===== config.mk =====
export PLATFORM = sky130hd
export DESIGN_NAME = audio_stream_sequencer
export DESIGN_NICKNAME = d
export VERILOG_FILES = /design/src/rtl/audio_seq_pkg.sv /design/src/rtl/stereo_fifo.sv /design/src/rtl/audio_stream_sequencer.sv
export SDC_FILE = /design/constraint.sdc
export NUM_CORES = 1
export LEC_CHECK = 0
export ABC_CLOCK_PERIOD_IN_PS = 6500
export BUFFER_PORTS_ARGS = -buffer_cell sky130_fd_sc_hd__buf_4
export CAP_MARGIN = 25
export CORE_MARGIN = 3
export CORE_UTILIZATION = 30
export CTS_CLUSTER_DIAMETER = 100
export CTS_CLUSTER_SIZE = 40
export DETAILED_ROUTE_END_ITERATION = 12
export RECOVER_POWER = 100
export SYNTH_ARGS = -nofsm -noshare
export SYNTH_HDL_FRONTEND = slang
export SYNTH_SLANG_ARGS = --single-unit
export TNS_END_PERCENT = 5

===== constraint.sdc =====
create_clock -name CLOCK_50 -period 6.5 [get_ports CLOCK_50]
set_input_delay 0.65 -clock CLOCK_50 [delete_from_list [all_inputs] [get_ports CLOCK_50]]
set_output_delay 0.65 -clock CLOCK_50 [all_outputs]
set_load 0.01 [all_outputs]

===== src/rtl/audio_seq_pkg.sv =====
// Shared types for the audio stream sequencer: FSM states, stereo sample, counter limit.
// No logic of its own; imported by the sequencer and its FIFO.
// Saturating increment helper keeps the counters from wrapping.
package audio_seq_pkg;

    localparam int DW = 24;
    localparam logic [15:0] COUNT_MAX = 16'hFFFF;

    typedef enum logic [1:0] {
        IDLE,
        FILL,
        RUN
    } seq_state_t;

    typedef struct packed {
        logic [DW-1:0] left;
        logic [DW-1:0] right;
    } stereo_t;

    function automatic logic [15:0] sat_inc(input logic [15:0] value, input logic inc);
        return (inc && (value != COUNT_MAX)) ? value + 16'd1 : value;
    endfunction

endpackage


===== src/rtl/stereo_fifo.sv =====
// Elastic stereo sample FIFO with synchronous flush and an explicit occupancy count.
// Latency: a pushed sample is visible at head on the next cycle; head reads combinationally.
// Backpressure: push while full is ignored unless a pop happens in the same cycle.
module stereo_fifo
    import audio_seq_pkg::*;
#(
    parameter int DEPTH = 8,
    localparam int AW = $clog2(DEPTH)
) (
    input  logic          clk,
    input  logic          rst,
    input  logic          push,
    input  logic          pop,
    input  logic          flush,
    input  stereo_t       push_dat,
    output logic          full,
    output logic          empty,
    output logic [AW:0]   level,
    output stereo_t       head
);

    localparam int LW = AW + 1;

    stereo_t       mem [DEPTH];
    logic [AW-1:0] wr_ptr;
    logic [AW-1:0] rd_ptr;
    logic          do_push;
    logic          do_pop;

    assign full    = (level == LW'(DEPTH));
    assign empty   = (level == '0);
    assign do_pop  = pop & ~empty;
    // A pop frees the slot the push lands in, so full+pop+push is a legal transfer.
    assign do_push = push & (~full | do_pop);
    assign head    = mem[rd_ptr];

    always_ff @(posedge clk or posedge rst) begin
        if (rst) begin
            wr_ptr <= '0;
            rd_ptr <= '0;
            level  <= '0;
        end else if (flush) begin
            wr_ptr <= '0;
            rd_ptr <= '0;
            level  <= '0;
        end else begin
            if (do_push) wr_ptr <= wr_ptr + 1'b1;
            if (do_pop)  rd_ptr <= rd_ptr + 1'b1;
            case ({do_push, do_pop})
                2'b10:   level <= level + 1'b1;
                2'b01:   level <= level - 1'b1;
                default: level <= level;
            endcase
        end
    end

    always_ff @(posedge clk) begin
        if (do_push && !flush) mem[wr_ptr] <= push_dat;
    end

endmodule


===== src/rtl/audio_stream_sequencer.sv =====
// Decouples codec ADC reads from DAC writes through an elastic FIFO, pre-filling before draining.
// Latency: ADC sample reaches the DAC no earlier than one cycle after capture; read/write are combinational.
// Backpressure: read/write simply qualify read_ready/write_ready; FIFO-full drops and counts, empty plays silence.
module audio_stream_sequencer
    import audio_seq_pkg::*;
#(
    parameter int DW    = 24,
    parameter int DEPTH = 8,
    parameter int PRIME = 4,
    localparam int LW   = $clog2(DEPTH) + 1
) (
    input  logic          CLOCK_50,
    input  logic          reset,
    input  logic          enable,
    input  logic          mute,
    input  logic          read_ready,
    input  logic [DW-1:0] readdata_left,
    input  logic [DW-1:0] readdata_right,
    input  logic          write_ready,
    output logic          read,
    output logic          write,
    output logic [DW-1:0] writedata_left,
    output logic [DW-1:0] writedata_right,
    output logic [LW-1:0] fifo_level,
    output logic [15:0]   overrun_count,
    output logic [15:0]   underrun_count
);

    seq_state_t    state;
    seq_state_t    state_nxt;
    stereo_t       push_dat;
    stereo_t       head;
    logic          full;
    logic          empty;
    logic [LW-1:0] level;
    logic          pop;
    logic          flush;
    logic          underrun;
    logic          overrun;

    assign push_dat   = '{left: readdata_left, right: readdata_right};
    assign flush      = ~enable;
    assign fifo_level = level;
    // Codec FIFO keeps moving even when ours is full; the sample is dropped and counted.
    assign overrun    = read & full & ~pop;

    stereo_fifo #(
        .DEPTH (DEPTH)
    ) u_fifo (
        .clk      (CLOCK_50),
        .rst      (reset),
        .push     (read),
        .pop      (pop),
        .flush    (flush),
        .push_dat (push_dat),
        .full     (full),
        .empty    (empty),
        .level    (level),
        .head     (head)
    );

    always_ff @(posedge CLOCK_50 or posedge reset) begin
        if (reset) state <= IDLE;
        else       state <= state_nxt;
    end

    always_comb begin
        state_nxt       = state;
        read            = 1'b0;
        write           = 1'b0;
        writedata_left  = '0;
        writedata_right = '0;
        pop             = 1'b0;
        underrun        = 1'b0;
        case (state)
            IDLE: begin
                if (enable) state_nxt = FILL;
            end
            FILL: begin
                read  = read_ready;
                write = write_ready;
                if (!enable)                   state_nxt = IDLE;
                else if (level >= LW'(PRIME)) state_nxt = RUN;
            end
            RUN: begin
                read  = read_ready;
                write = write_ready;
                if (!empty) begin
                    pop = write_ready;
                    if (!mute) begin
                        writedata_left  = head.left;
                        writedata_right = head.right;
                    end
                end else if (write_ready) begin
                    // Starved: play one silent sample and re-prime before draining again.
                    underrun  = 1'b1;
                    state_nxt = FILL;
                end
                if (!enable) state_nxt = IDLE;
            end
            default: state_nxt = IDLE;
        endcase
        if (reset) begin
            read  = 1'b0;
            write = 1'b0;
            pop   = 1'b0;
        end
    end

    always_ff @(posedge CLOCK_50 or posedge reset) begin
        if (reset) begin
            overrun_count  <= '0;
            underrun_count <= '0;
        end else begin
            overrun_count  <= sat_inc(overrun_count, overrun);
            underrun_count <= sat_inc(underrun_count, underrun);
        end
    end

endmodule


==> results of run 1 <==
final timing paths:
path                            cells after the start                           start                        endpoint  slack (ns)
worst max-delay path                                7            state[0]$_DFFE_PP0P_     u_fifo.mem[1][19]$_DFFE_PP_        1.79
worst min-delay path                                3                          enable     u_fifo.level[2]$_DFFE_PP0P_        0.43
worst max register to register                      7            state[0]$_DFFE_PP0P_     u_fifo.mem[1][19]$_DFFE_PP_        1.79
worst min register to register                      1  underrun_count[15]$_DFFE_PP0P_  underrun_count[15]$_DFFE_PP0P_        0.52
min in group asynchronous                           3                           reset   overrun_count[11]$_DFFE_PP0P_        1.09
max in group asynchronous                           3                           reset    u_fifo.rd_ptr[2]$_DFFE_PP0P_        3.71
sequential cells by signal, indices dropped and copies added, names as in the netlist:
register,cells
u_fifo.level,4
state,2
overrun_count,16
u_fifo.rd_ptr,3
underrun_count,16
u_fifo.mem,384
u_fifo.wr_ptr,3
final cells by class:
cell class                      count  area, sq um
Inverter                            7         26.3
Clock inverter                      8          161
Clock buffer                       18          429
Timing Repair Buffer              159          677
Fill cell                        5377        36500
Tap cell                          748          936
Multi-Input combinational cell    384         4190
Antenna cell                        2         5.00
Sequential cell                   428        12600
routing by layer:
metal	wire, microns	up-vias	global-route usage	part of all wire
li1	-	3715	-	-
met1	17100	4441	0.172	0.46
met2	17800	159	0.205	0.48
met3	1480	27	0.0216	0.040
met4	437	0	0.0161	0.012
met5	0	-	0	0
power breakdown:
group	internal (uW)	leakage (uW)	total, uW	switching [uW]
Sequential	3050	0.00406	3080	29.7
Combinational	90.1	0.00149	257	167
Clock	536	0.000278	1410	878
Total	3680	0.00582	4750	1070
worst max-delay path: cells and delay by family, from the launching register on:
family | cells | cell delay (ns)
buf+inv | 2 | 2.09
simple gates | 3 | 1.00
compound gates | 1 | 0.46
flops | 1 | 0.43
fa+ha+maj | 1 | 0.28
logic make-up after synthesis:
family                     count (synthesis)  share of synthesized area
buffers and inverters                     46                     0.0113
and+or+nand+nor                          161                     0.0478
xor gates and xnor gates                  32                     0.0165
muxes                                    154                      0.162
DFF                                      428                      0.744
AOI/OAI and AO/OA                         26                     0.0102
adders and majority gates                 11                    0.00855
per-stage QoR:
step / utilization / hold WS (ns) / std cells / instance area [sq um] / worst slack [ns]
floorplan: - / 0.521 / 858 / 17000 / 1.21
finish: 0.343 / 0.429 / 1754 / 19100 / 1.79
detailed placement: 0.342 / 0.496 / 1725 / 19000 / 2.88
global placement: 0.342 / 0.498 / 1725 / 19000 / 2.89
CTS: 0.353 / 0.285 / 1751 / 19600 / 2.24
global route: 0.343 / 0.414 / 1752 / 19100 / 1.36
cells in the mapped netlist, types with 2 or more instances:
master	count
dfrtp_1	44
xnor2_1	8
a21oi_1	6
nand2_1	22
nor3_1	12
inv_1	6
a31oi_1	3
xor2_1	24
buf_2	6
and2_1	2
mux2i_1	53
buf_1	6
nor4_1	9
a211oi_1	7
ha_1	10
mux2_2	5
nand4_1	10
mux4_2	96
and4_1	3
nand3b_1	4
edfxtp_1	384
nand4b_1	2
nand3_1	10
o21ai_0	2
nor2_1	68
nor4b_1	2
and3_1	4
clkbuf_1	25
nand2b_1	4
or4_4	2
==> flow_summary.ini, run 1 <==
[status]
status = complete, but fails checks
violations = capacitance limit, slew limit

[yosys]
synth-edff-count = 384
synth_cell_type_count = 49
synthTopCellsByArea = edfxtp_1 (68%), mux4_2 (13%), dfrtp_1 (6.5%), mux2i_1 (3.1%), nor2_1 (1.5%)
yosysTopAreaCell = edfxtp_1
async_reset_ff_frac = 0.103
synth_warnings = 0
synthesis.nets = 923
syn-cell-area_sq_um = 17000
avgSynthCellArea_sq_um = 19.8
ys_ff_latch = 428
synthCells = 858
synth.top_cell.area_share = 0.679
synth_flop_cell = edfxtp_1
seq_area_frac_synth = 0.744

[cells_and_area]
drive_gt1_frac = 0.154
nNetsFinal = 1062
mostFrequentLayoutCell = edfxtp_1
area_delta_synth_final_pct = 12.3
layout_common_cells = edfxtp_1 (384), clkbuf_1 (140), mux4_2 (96)

[detailed_routing]
drc_errors = 0
ant_nets = 0
drtIter0Drc = 541
wl_per_cell_microns = 21.0
routed_wl_microns = 36800
vias_per_cell = 4.76
vias = 8342
drt_pass1_iterations = 4

[job]
cap_violations = 6

[floorplanning]
rows = 86
core_sq_um = 55500
dieArea_sq_um = 59500
die_x_microns = 244
die_h_microns = 244
top_level_ports = 140
initial_core_util = 0.306

[sta]
period_minus_slack_ns = 4.71
clock.fmax_ghz = 0.212
rsz0062_at_grt = false
finalSetupTns_ns = 0
setup_viol = 0
slew_headroom = -0.845
clock_skew_ns = 0.0245
worstMarginPinSlew_ns = 2.77
fin_crit_sh = 0.725
final_hold_viol_count = 0
slew_violations = 260

[setup_path]
crit_path_start_kind = register
max_stage_delay_ns = 1.99
cp_max_fo = 33
path_class = reg2reg
cp.arrival_ns = 4.82
slowest_stage = clkbuf_1
worstSetupEndpointType = register
cp_cell_sequence = inv_1, ha_1, nand3b_1, a21oi_1, nand3_1, nor3_1, clkbuf_1
required_ns = 6.60

[power_and_ir_drop]
ir_worst_vdd_mv = 0.180
power_uw = 4750
leakagePower_uw = 0.00582
p_per_area_nw_per_um2 = 249

[clock_tree]
cts_hold_buf = 0
cts.sinks = 428
clk_pin_slew_ns = 0.12
post_cts_buffers = 0
root_buffer = clkbuf_16
cts_tree = done
clk_path_buf_depth = 3
post_cts_resized = 0
clkLatencyLatePin_ns = 0.54
cts_buffers = 17
ctsHtreeMaxLevel = 1

[place]
place.gp.congestion = 0.776
dp_hpwl_microns = 21300
port_buffers = 139

[global_route]
grt_pass1_vias = 8787
overflow = 0
antenna_found_initial = 2
grt_max_degree = 54
grtUsageTotal = 0.122
grt_pass1_wl_microns = 56100

[min_path]
hp-class = in2reg
Note: power is estimated with default switching activity, not from simulation.
==> inputs of run 2 (changes only) <==
- ABC_CLOCK_PERIOD_IN_PS: 6500 -> 4600
- clock period: 6.5 -> 4.6 ns (I/O delays scaled with it)
==> flow_summary.ini, run 2 (synthesis gave the netlist of run 1 again) <==
[status]
status = complete, but fails checks
violations = capacitance limit, slew limit

[detailed_routing]
ant_nets = 0
vias_per_cell = 4.76
drt_pass1_iterations = 5
vias = 8358
wl_per_cell_microns = 20.7
routed_wl_microns = 36300
drc_errors = 0
drtIter0Drc = 647

[cells_and_area]
top_register = u_fifo.mem
fin_cells = 1756
largest_registers = u_fifo.mem: 384 flops, overrun_count: 16 flops, underrun_count: 16 flops
nNetsFinal = 1063
mostFrequentLayoutCell = edfxtp_1
largest_register_ffs = 384
area_delta_synth_final_pct = 13.0
fin_util = 0.346
layout_common_cells = edfxtp_1 (384), clkbuf_1 (135), mux4_2 (96)
fillers = 5339
register_area_sq_um = 12600
multi_input_area_sq_um = 4190
drive_gt1_frac = 0.162

[sta]
timing.hold.ws_ns = 0.195
period_minus_slack_ns = 3.88
slew_violations = 180
worstMarginPinSlew_ns = 2.50
slew_headroom = -0.666
clock.fmax_ghz = 0.258
setup_viol = 0
clock_skew_ns = 0.0459
finalSetupTns_ns = 0
rsz0062_at_grt = false
fin_crit_sh = 0.843
final_hold_viol_count = 0

[setup_path]
crit_path_start_kind = register
required_ns = 4.14
cp_max_fo = 36
r2r_slack_ns = 0.77
cp.arrival_ns = 3.42
path_class = reg2out
worstSetupEndpointType = output pin
r2r_end = u_fifo.mem[6][41]$_DFFE_PP_
r2r_cells = 7
reg2reg_from = state[0]$_DFFE_PP0P_

[power_and_ir_drop]
clockPowerShare = 0.312
p_int_uw = 5260
ir_worst_vdd_mv = 0.246
pwr-share-seq = 0.635
p_per_area_nw_per_um2 = 357
leakagePower_uw = 0.00588
p_sw_uw = 1590
power_uw = 6850
p_sw_frac = 0.232
p_comb_frac = 0.052

[global_route]
grt_pass1_vias = 8668
grt_max_degree = 50
overflow = 0
grtUsageTotal = 0.120
grt_pass1_wl_microns = 55100
antenna_found_initial = 3

[clock_tree]
post_cts_buffers = 0
clkLatencyLatePin_ns = 0.59
cts.sinks = 428
cts_tree = done
cts_hold_buf = 0
clk_path_buf_depth = 3
post_cts_resized = 0
ctsHtreeMaxLevel = 1
cts_buffers = 18
root_buffer = clkbuf_16
clk_pin_slew_ns = 0.14

[place]
port_buffers = 139
place.gp.congestion = 0.759
dp_hpwl_microns = 21900
dp.cells = 1725

[min_path]
min_from = readdata_right[4]
hp-class = in2reg
hold_path_end = u_fifo.mem[0][4]$_DFFE_PP_
min_delay_path_depth = 1

[job]
cap_violations = 5

[floorplanning]
top_level_ports = 140
core_sq_um = 55500
dieArea_sq_um = 59500
rows = 86
die_x_microns = 244
die_h_microns = 244
initial_core_util = 0.306
[run 2: changes by cell type in the layout (fill, tap and decap cells not counted), sizes merged]
cell,previous run,this run
inv,9,11
clkbuf,160,162
buf,17,15
[run 2: layout make-up]
type / instances / share of cell area
Multi-Input combinational cell: 384 / 0.218
Tap cell: 748 / 0.0488
Timing Repair Buffer: 159 / 0.0374
Clock buffer: 18 / 0.0235
Antenna cell: 2 / 0.000261
Clock inverter: 10 / 0.0117
Inverter: 7 / 0.00137
Sequential cell: 428 / 0.659
[run 2: critical path, stage by stage (launching register included)]
cell	delay, ns
dfrtp_4	0.87
clkbuf_4	0.83
mux4_2	0.59
mux2i_1	0.27
nor2_1	0.07
clkbuf_1	0.15
[run 2: routing by layer]
metal,wire length (microns),GRT usage,up-vias
li1,-,-,3724
met1,17000,0.174,4429
met2,17200,0.194,175
met3,1520,0.0206,28
met4,493,0.0213,2
met5,7,0,-
[run 2: worst max path at each step]
stage / cells past startpoint / endpoint / from
detailed placement: 7 / u_fifo.mem[7][43]$_DFFE_PP_ / state[0]$_DFFE_PP0P_
global route: 5 / writedata_right[7] / u_fifo.rd_ptr[0]$_DFFE_PP0P_
CTS: 5 / writedata_left[13] / u_fifo.rd_ptr[0]$_DFFE_PP0P_
finish: 5 / writedata_left[11] / u_fifo.rd_ptr[0]$_DFFE_PP0P_
floorplan: 6 / u_fifo.mem[1][0]$_DFFE_PP_ / state[0]$_DFFE_PP0P_
global placement: 7 / u_fifo.mem[6][41]$_DFFE_PP_ / state[0]$_DFFE_PP0P_
[run 2: power groups by stage]
stage                     sequential [uW]  combinational [uW]  clock [uW]
final                                4350                 357        2140
after CTS                            4350                 405        2220
after floorplan                      4440                 205           0
after detailed placement             4440                 403           0
after global routing                 4360                 405        2350
after global placement               4440                 393           0
[run 2: through the flow]
step / area [sq um] / setup WS [ns]
finish: 19200 / 0.723
CTS: 19700 / 1.01
global placement: 19100 / 1.24
floorplan: 17000 / -0.686
detailed placement: 19100 / 1.09
global route: 19200 / 0.406
==> inputs of run 3 (changes only) <==
- ABC_CLOCK_PERIOD_IN_PS: 4600 -> 4000
- clock period: 4.6 -> 4 ns (I/O delays scaled with it)
==> flow_summary.ini, run 3 (synthesis gave the netlist of run 1 again) <==
[setup_path]
r2r_cells = 8
cp.arrival_ns = 3.06
startpoint = u_fifo.rd_ptr[1]$_DFFE_PP0P_
crit_path_start_kind = register
r2r_end = u_fifo.mem[3][13]$_DFFE_PP_
reg2reg_from = state[0]$_DFFE_PP0P_
required_ns = 3.60
cp_max_fo = 34
worstSetupEndpointType = output pin
cp-endpoint = writedata_right[4]
r2r_slack_ns = 0.55
path_class = reg2out

[clock_tree]
ctsHtreeMaxLevel = 1
cts.sinks = 428
post_cts_resized = 0
cts_tree = done
clkLatencyLatePin_ns = 0.56
cts_buffers = 19
cts_hold_buf = 0
post_cts_buffers = 0
clk_path_buf_depth = 3
clk_pin_slew_ns = 0.13
root_buffer = clkbuf_16

[status]
violations = capacitance limit, slew limit
status = complete, but fails checks

[detailed_routing]
vias_per_cell = 4.68
drt_pass1_iterations = 5
ant_nets = 0
vias = 8260
drc_errors = 0
drtIter0Drc = 596
routed_wl_microns = 35800
wl_per_cell_microns = 20.3

[global_route]
grtUsageTotal = 0.119
antenna_found_initial = 3
grt_pass1_wl_microns = 55200
grt_pass1_vias = 8723
grt_max_degree = 50
overflow = 0

[sta]
slew_headroom = -0.656
period_minus_slack_ns = 3.46
worst_slack_ns = 0.537
fin_crit_sh = 0.866
slew_violations = 45
clock.fmax_ghz = 0.289
setup_viol = 0
final_hold_viol_count = 0
timing.hold.ws_ns = 0.176
clock_skew_ns = 0.0342
rsz0062_at_grt = false
finalSetupTns_ns = 0
worstMarginPinSlew_ns = 2.48

[place]
dp_slack_ns = 0.817
dp.cells = 1732
place_area_sq_um = 19100
dp_hpwl_microns = 22500
place.gp.congestion = 0.774
port_buffers = 139

[floorplanning]
top_level_ports = 140
die_x_microns = 244
die_h_microns = 244
dieArea_sq_um = 59500
initial_core_util = 0.306
core_sq_um = 55500
rows = 86

[cells_and_area]
layout_common_cells = edfxtp_1 (384), clkbuf_1 (134), mux4_2 (96)
fin_cells = 1766
area_delta_synth_final_pct = 13.8
largest_registers = u_fifo.mem: 384 flops, overrun_count: 16 flops, underrun_count: 16 flops
fillers = 5331
top_register = u_fifo.mem
mostFrequentLayoutCell = edfxtp_1
largest_register_ffs = 384
final_area_sq_um = 19300
nNetsFinal = 1071
drive_gt1_frac = 0.174

[power_and_ir_drop]
p_per_area_nw_per_um2 = 416
leakagePower_uw = 0.00596
ir_worst_vdd_mv = 0.252

[job]
cap_violations = 1

[min_path]
min_delay_path_depth = 1
hp-class = in2reg
run 3: cell types whose count changed in the layout (fill, tap and decap cells not counted), moves of 2 or more:
| cell | delta |
|---|---|
| clkbuf_2 | +3 |
| nor2_4 | +3 |
| nor2_1 | -2 |
| inv_8 | -2 |
| buf_4 | +6 |
run 3: how the worst min path moves through the flow:
stage                                         end                          start  slack, ns
floorplan              u_fifo.mem[0][0]$_DFFE_PP_              readdata_right[0]       0.50
global placement    overrun_count[13]$_DFFE_PP0P_  overrun_count[13]$_DFFE_PP0P_       0.49
detailed placement  overrun_count[12]$_DFFE_PP0P_  overrun_count[12]$_DFFE_PP0P_       0.50
CTS                   u_fifo.level[0]$_DFFE_PP0P_                          reset       0.02
global route          u_fifo.level[0]$_DFFE_PP0P_                         enable       0.16
finish                u_fifo.mem[5][44]$_DFFE_PP_              readdata_left[20]       0.18
run 3: final cells by class:
cell class,instances,area [sq um],area share
Sequential cell,428,12600,0.654
Multi-Input combinational cell,384,4210,0.218
Tap cell,748,936,0.0484
Timing Repair Buffer,166,766,0.0396
Clock buffer,19,475,0.0246
Clock inverter,13,273,0.0141
Inverter,7,26.3,0.00136
Antenna cell,1,2.50,0.000129
run 3: layer usage:
layer / share of wire / vias to the layer above / GRT usage
met3: 0.042 / 28 / 0.0216
li1: - / 3741 / -
met1: 0.47 / 4329 / 0.172
met4: 0.013 / 4 / 0.0190
met2: 0.48 / 158 / 0.194
met5: 0.00087 / - / 0
run 3: stage by stage:
| stage | total power, uW | util |
|---|---|---|
| CTS | 8210 | 0.358 |
| global placement | 5570 | 0.344 |
| finish | 8050 | 0.348 |
| global route | 8370 | 0.348 |
| detailed placement | 5590 | 0.344 |
| floorplan | 5340 | - |
run 3: critical path: stages (launching register included):
cell and delay, ns:
dfrtp_2 0.97, buf_4 0.49, mux4_2 0.38, mux2i_1 0.37, nor2_1 0.08, buf_4 0.17
run 3: power breakdown:
part | internal, uW | switching (uW) | total [uW] | leakage, uW
clock network | 1070 | 1540 | 2610 | 0.000351
registers | 4960 | 50.1 | 5010 | 0.00406
logic | 150 | 276 | 427 | 0.00155
